File: src/rtl/usb_reset_sequencer.sv
// USB subsystem reset sequencer: arbitrates sw/hw reset requests and drives a timed pulse + settle interval.
// Optional completion interrupt and IRQ CSR are enabled with `define USB_RST_SEQ_IRQ_EN.
module usb_reset_sequencer #(
  parameter int NUM_REQ   = 3,
  parameter int CNT_W     = 16,
  parameter int PULSE_DEF = 16,
  parameter int HOLD_DEF  = 64
) (
  input  logic               clk,
  input  logic               reset,
  input  logic [2:0]         address,
  input  logic               chipselect,
  input  logic               write_n,
  input  logic [31:0]        writedata,
  output logic [31:0]        readdata,
  input  logic [NUM_REQ-1:0] req,
  output logic [NUM_REQ-1:0] ack,
  output logic               usb_reset_out,
  output logic               busy,
  output logic               irq
);

  localparam logic [1:0] S_IDLE   = 2'd0;
  localparam logic [1:0] S_ASSERT = 2'd1;
  localparam logic [1:0] S_HOLD   = 2'd2;
  localparam logic [1:0] S_DONE   = 2'd3;

  localparam logic [2:0] SRC_SW  = 3'd6;
  localparam logic [2:0] SRC_POR = 3'd7;

  logic [1:0]       state;
  logic [CNT_W-1:0] cnt;
  logic [CNT_W-1:0] pulse_r, hold_r;
  logic [CNT_W-1:0] lat_pulse, lat_hold;
  logic [2:0]       src;
  logic [2:0]       rr_ptr;
  logic             sw_pend;
  logic             irq_en;
  logic             done_flag;

  logic wr;
  assign wr = chipselect && !write_n;

  logic wr_ctrl, wr_pulse, wr_hold, wr_irq;
  assign wr_ctrl  = wr && (address == 3'd0);
  assign wr_pulse = wr && (address == 3'd1);
  assign wr_hold  = wr && (address == 3'd2);
  assign wr_irq   = wr && (address == 3'd4);

  // Round-robin: rotate req so rr_ptr sits at bit 0, take the lowest set bit.
  logic [2*NUM_REQ-1:0] req2, rot;
  logic                 grant_hw;
  logic [2:0]           grant_off, grant_idx, next_ptr;
  logic [3:0]           sum;

  assign req2 = {req, req};

  always_comb begin
    rot       = req2 >> rr_ptr;
    grant_hw  = 1'b0;
    grant_off = 3'd0;
    for (int k = NUM_REQ - 1; k >= 0; k--) begin
      if (rot[k]) begin
        grant_hw  = 1'b1;
        grant_off = 3'(k);
      end
    end
    sum       = {1'b0, rr_ptr} + {1'b0, grant_off};
    grant_idx = (sum >= 4'(NUM_REQ)) ? 3'(sum - 4'(NUM_REQ)) : sum[2:0];
    next_ptr  = (grant_idx == 3'(NUM_REQ - 1)) ? 3'd0 : grant_idx + 3'd1;
  end

  // A zero PULSE still produces a one-cycle pulse.
  logic [CNT_W-1:0] p_last, h_last;
  assign p_last = (lat_pulse == '0) ? '0 : lat_pulse - 1'b1;
  assign h_last = lat_hold - 1'b1;

  always_ff @(posedge clk) begin
    if (reset) begin
      state     <= S_ASSERT;
      cnt       <= '0;
      pulse_r   <= CNT_W'(PULSE_DEF);
      hold_r    <= CNT_W'(HOLD_DEF);
      lat_pulse <= CNT_W'(PULSE_DEF);
      lat_hold  <= CNT_W'(HOLD_DEF);
      src       <= SRC_POR;
      rr_ptr    <= 3'd0;
      sw_pend   <= 1'b0;
    end else begin
      if (wr_pulse) pulse_r <= writedata[CNT_W-1:0];
      if (wr_hold)  hold_r  <= writedata[CNT_W-1:0];

      if (state == S_DONE && src == SRC_SW) sw_pend <= 1'b0;
      else if (wr_ctrl && writedata[0])     sw_pend <= 1'b1;

      case (state)
        S_IDLE: begin
          if (sw_pend || grant_hw) begin
            state     <= S_ASSERT;
            cnt       <= '0;
            lat_pulse <= pulse_r;
            lat_hold  <= hold_r;
            if (sw_pend) src <= SRC_SW;
            else begin
              src    <= grant_idx;
              rr_ptr <= next_ptr;
            end
          end
        end
        S_ASSERT: begin
          if (cnt == p_last) begin
            cnt   <= '0;
            state <= (lat_hold != '0) ? S_HOLD : S_DONE;
          end else cnt <= cnt + 1'b1;
        end
        S_HOLD: begin
          if (cnt == h_last) begin
            cnt   <= '0;
            state <= S_DONE;
          end else cnt <= cnt + 1'b1;
        end
        default: state <= S_IDLE;
      endcase
    end
  end

`ifdef USB_RST_SEQ_IRQ_EN
  always_ff @(posedge clk) begin
    if (reset) begin
      irq_en    <= 1'b0;
      done_flag <= 1'b0;
    end else begin
      if (wr_ctrl) irq_en <= writedata[1];
      // A completion in the same cycle as a clear keeps the flag set.
      if (state == S_DONE)            done_flag <= 1'b1;
      else if (wr_irq && writedata[0]) done_flag <= 1'b0;
    end
  end
  assign irq = done_flag & irq_en;
`else
  assign irq_en    = 1'b0;
  assign done_flag = 1'b0;
  assign irq       = 1'b0;
`endif

  assign usb_reset_out = (state == S_ASSERT);
  assign busy          = (state != S_IDLE);

  always_comb begin
    ack = '0;
    for (int i = 0; i < NUM_REQ; i++)
      ack[i] = (state == S_DONE) && (src == 3'(i));
  end

  always_comb begin
    readdata = 32'd0;
    case (address)
      3'd0: readdata = {30'd0, irq_en, 1'b0};
      3'd1: readdata = 32'(pulse_r);
      3'd2: readdata = 32'(hold_r);
      3'd3: readdata = {25'd0, src, 2'b00, sw_pend, busy};
      3'd4: readdata = {31'd0, done_flag};
      default: readdata = 32'd0;
    endcase
  end

  logic unused_wdata;
  assign unused_wdata = ^{writedata, wr_irq};

endmodule

File: config.mk
export PLATFORM = sky130hd
export DESIGN_NAME = usb_reset_sequencer
export DESIGN_NICKNAME = d
export VERILOG_FILES = /design/src/rtl/usb_reset_sequencer.sv
export SDC_FILE = /design/constraint.sdc
export NUM_CORES = 1
export LEC_CHECK = 0
export BUFFER_PORTS_ARGS = -buffer_cell sky130_fd_sc_hd__clkbuf_2
export CAP_MARGIN = 20
export CORE_UTILIZATION = 45
export CTS_CLUSTER_SIZE = 24
export DETAILED_ROUTE_END_ITERATION = 8
export PLACE_DENSITY_LB_ADDON = 0.1
export SYNTH_ARGS = -nofsm -noshare
export SYNTH_HDL_FRONTEND = slang
export SYNTH_SLANG_ARGS = --single-unit
File: constraint.sdc
create_clock -name clk -period 3.8 [get_ports clk]
set_input_delay 0.38 -clock clk [delete_from_list [all_inputs] [get_ports clk]]
set_output_delay 0.38 -clock clk [all_outputs]
set_load 0.01 [all_outputs]
======== Word level (Yosys, flattened, before mapping) ========
Cells that the tools add are included.
word-level totals
  register bits after elaboration ......... 89
cells by class
  shifts and indexed selects .............. 1
  reductions and logical operators ........ 23
  muxes and demuxes ....................... 20
  equality and inequality tests ........... 15
  $lt $le $gt $ge ......................... 1
  bitwise gates (word level) .............. 1
  add/subtract/negate cells ............... 6
operator list
  operator                 number
  $pmux W16 S3             2
  $mux W16                 4
  $eq A16 B16 Y1           2
  $sub A16 B1 Y16 const B  2
  $add A16 B1 Y16 const B  1
  $logic_not A16 Y1        1
  $reduce_bool A16 Y1      1
  $mux W3                  5
  $eq A3 B2 Y1 const B     4
  $logic_and A1 B1 Y1      9
  $mux W2                  4
  $eq A3 B1 Y1 const B     2
  $logic_not A3 Y1         2
  $pmux W2 S3              1
  $reduce_and A3 Y1        2
  $shr A6 B3 Y3            1
  $add A3 B3 Y4            1
  $eq A2 B2 Y1 const B     2
  $ge A4 B2 Y1 const B     1
  $mux W1                  4
  $ne A2 B2 Y1 const B     2
  $reduce_and A2 Y1        2
  $add A3 B1 Y3 const B    1
  $eq A3 B3 Y1 const B     1
  10 further kinds         10

======== Logic depth before layout (Yosys ltp) ========
  word-level depth ........................ 9
  mapped depth ............................ 18

======== Least setup slack after synthesis ========
No wires, ideal clock.
  path type ............................... register -> register
  start ................................... register lat_pulse[0]
  end ..................................... register cnt[13]
  setup time .............................. 0.128 ns
  buffers on the path ..................... 1
  arrival time ............................ 3.027 ns
  cell stages (with the launch flop) ...... 13
  clock period less this slack ............ 3.155 ns
  setup slack ............................. 0.645 ns
  cell sequence ........................... dfxtp_1 > inv_1 > ha_1 > nor3b_1 > nand3_1 > nor2b_1 > o21ai_0 > a221o_1 > o41ai_2 > a21oi_2 > buf_6 > a21oi_1 > mux2i_1
between the ends
  cells in the longest elaborated chain, start to end .. 5
ends and longest elaborated chain
  element                                               RTL line  text
  start: declaration                                    34        logic [CNT_W-1:0] lat_pulse, lat_hold;
  start signal: assignment                              84        lat_pulse <= CNT_W'(PULSE_DEF);
  start signal: assignment                              101       lat_pulse <= pulse_r;
  $sub A16 B1 Y16 or $logic_not A16 Y1 (tied branches)  75        assign p_last = (lat_pulse == '0) ? '0 : lat_pulse - 1'b1;
  $mux W16 (*)                                          75
  $eq A16 B16 Y1 (*)                                    111       if (cnt == p_last) begin
  $mux W16 (*)                                          111
  $pmux W16 S3 (*)                                      96        case (state)
  end signal: assignment                                114       end else cnt <= cnt + 1'b1;
  end signal: assignment                                120       end else cnt <= cnt + 1'b1;
  end: declaration                                      32        logic [CNT_W-1:0] cnt;
Mark *: on every way between the ends. The rest lies on a longest branch, timed or not.
A chain may end at the register's enable or synchronous reset.

======== Worst setup path after layout ========
  start ................................... register lat_pulse[7]
  end ..................................... register cnt[4]
Same word-level chain as after synthesis.

==> out/qor.txt <==
Final min period -> 3.52 ns
RSZ-0062 raised after global routing -> no
Vias in the first global route -> 4950
Port buffer count -> 46
P_leak -> 2.29 nW
Rows -> 40
Post-placement cell count -> 896
Fmax achieved -> 284 MHz
Worst slew margin -> 0.346
Fill cell count -> 1215
Final WL -> 15100 microns
Synthesis Warnings -> 0
Gate Count Post-Synth -> 749
Endpoints failing hold -> 0
DR pass1 iterations -> 7
Routed len/inst -> 16.6 microns
GRT Overall Usage -> 0.250
PD cells -> 476 mW/mm^2
Area delta synth->final -> 8.74%
Root Buffer -> clkbuf_16
Area of the mapped netlist -> 0.00551 sq mm
Setup TNS -> 0 ns
Area leader, netlist -> dfxtp_1
Sink Count -> 89
Most used DFF post-synth -> dfxtp_1
First-pass GRT wire length -> 25100 microns
Worst Path Max Fanout -> 25
Vias per Instance -> 5.74
Part of the Yosys area used for sequential elements -> 0.323
Sw frac -> 0.360
Final period util -> 0.927
Setup bufs post-CTS -> 0
Die height -> 113 microns
Register area -> 0.00178 sq mm
CTS tree -> done
Clock Power Share -> 0.289
Final Net Count -> 814
Int Pwr -> 1.83 mW
Worst Skew -> 0.0105 ns
Layout cells sized above 1 -> 0.118
Longest Clk Path Bufs -> 2
Post-synth top area share -> 0.323
Core Util, Final -> 0.501
H-tree levels -> 3
Async set-reset flop share out of synthesis -> 0
GRT overflow -> 0
CP Launch Type -> register
Cts hold-fix bufs -> 0
Starting Density -> 0.461
Final Wtd Congestion -> 0.890
Peak supply drop -> 395 uV
Total number of vias -> 5229
Area of the multi-input gates -> 0.00335 sq mm
Comb pwr share -> 0.331
HPWL after DPL -> 11100 microns
Pin count of the biggest net entering global routing -> 78
Worst Tran Pin Value -> 0.981 ns
Crit path DAT -> 3.76 ns
Worst endpoint required time -> 4.04 ns
EDFF count, synth -> 0
Area contributors post-synth -> dfxtp_1, nand2_1, a21oi_1
Total power -> 2.85 mW
Hold Crit Class -> in -> reg
I/O pins -> 80
Final Max Tran Viols -> 0
Mean Syn Cell Area -> 7.36 sq um
Non-Filler Instances -> 911
CTS clk-pin slew, worst paths -> 0.06 ns
Final setup fails -> 0
Post-cts resize count -> 0
Register bit total from synthesis -> 89
Die area -> 0.0127 sq mm
Die width -> 113 microns
Core Footprint -> 0.0120 sq mm
Antenna Violating Nets Remaining -> 0
Switching Power -> 1.03 mW
Initial antenna violation count -> 0
Num CTS Buffers -> 9
# diodes -> 0
DRC Markers -> 0
Maxcap violations -> 0
Skew-Pair Late Insertion Delay -> 0.34 ns
DR iter-0 viols -> 331
Reg power frac -> 0.379
Netlist cell types -> 65
Run status -> finished clean
Setup CP Type -> reg -> reg
Critical Path End Type -> register
==> per-layer routing <==
layer  wire length (microns)  vias up  GRT usage
li1                        -     2590          -
met1                    6790     2460      0.323
met2                    7220      161      0.413
met3                     867       18     0.0503
met4                     259        0     0.0924
met5                       0        -          0
==> per-stage QoR <==
| stage | hold WS [ns] | area (sq um) | setup WS, ns |
|---|---|---|---|
| 2_1_floorplan | 0.443 | 5570 | 0.645 |
| 3_5_place_dp | 0.464 | 5720 | 0.293 |
| 5_1_grt | 0.273 | 6000 | 0.0203 |
| 6_report | 0.261 | 6000 | 0.276 |
| 4_1_cts | 0.249 | 6000 | 0.287 |
| 3_3_place_gp | 0.464 | 5720 | 0.388 |
==> path summary, 6_finish.rpt <==
| path | startpoint | end | slack (ns) | cells after the start |
|---|---|---|---|---|
| min | writedata[4] | pulse_r[4] | 0.26 | 3 |
| max | lat_pulse[7] | cnt[4] | 0.28 | 9 |
| min reg2reg | pulse_r[15] | pulse_r[15] | 0.47 | 2 |
| max reg2reg | lat_pulse[7] | cnt[4] | 0.28 | 9 |
==> worst max-delay path, stage by stage, from the launching register on <==
cell and delay [ns]:
dfxtp_1 0.37, or4_1 0.59, or4b_4 0.59, xor2_1 0.16, a221oi_1 0.31, nand4_1 0.15
o41ai_2 0.47, a21oi_2 0.35, a21o_1 0.25, a22o_1 0.17
==> logic make-up after synthesis <==
logic type,share of synthesized area
compound gates,0.204
xor+xnor,0.0635
fa+ha+maj,0.0286
buf+inv,0.0812
flops,0.323
mux,0.0322
other cells,0.000680
simple gates,0.266
==> final cells by class <==
cell class                      count  share of cell area
Clock buffer                       12              0.0411
Clock inverter                      3             0.00417
Inverter                           25              0.0157
Multi-Input combinational cell    578               0.559
Sequential cell                    89               0.297
Tap cell                          147              0.0307
Timing Repair Buffer               57              0.0522
==> cells in the mapped netlist, types with 14 or more instances <==
| cell | instances |
|---|---|
| a22oi_1 | 16 |
| dfxtp_1 | 89 |
| clkbuf_1 | 50 |
| nor3_1 | 16 |
| inv_1 | 25 |
| nand3_1 | 20 |
| xnor2_1 | 26 |
| buf_4 | 17 |
| a21oi_1 | 86 |
| nand2_1 | 150 |
| xor2_1 | 14 |
| nor2_1 | 53 |
==> power by group through the flow <==
stage | sequential, mW | combinational (mW) | clock (mW)
5_1_grt | 1.09 | 1.06 | 0.885
6_report | 1.08 | 0.945 | 0.826
4_1_cts | 1.08 | 0.945 | 0.849
3_5_place_dp | 1.10 | 0.935 | 0
3_3_place_gp | 1.10 | 0.906 | 0
2_1_floorplan | 1.04 | 0.802 | 0
==> layout by cell type, fill, tap and decap left out, drive strengths merged, types with 5 or more instances in the layout <==
master,n
a22oi,16
nand4,5
clkbuf,58
and3,9
inv,26
mux2i,11
conb,17
nand3,20
dfxtp,89
ha,11
xnor2,26
o31ai,5
a21oi,87
mux2,6
xor2,14
a31oi,10
nand3b,5
o21ai,15
nor2,53
a211oi,5
or3,5
o22ai,5
nor3,17
buf,11
nand2b,8
nor2b,5
or4,10
nand2,150
nor4,8
==> registers in the layout, summed over array words and instances, names as in the netlist <==
register and cells:
sw_pend 1, lat_hold 16, cnt 16, src 3, rr_ptr 3, state 2, pulse_r 16, hold_r 16
lat_pulse 16
Power figures use the tool's default switching activity.
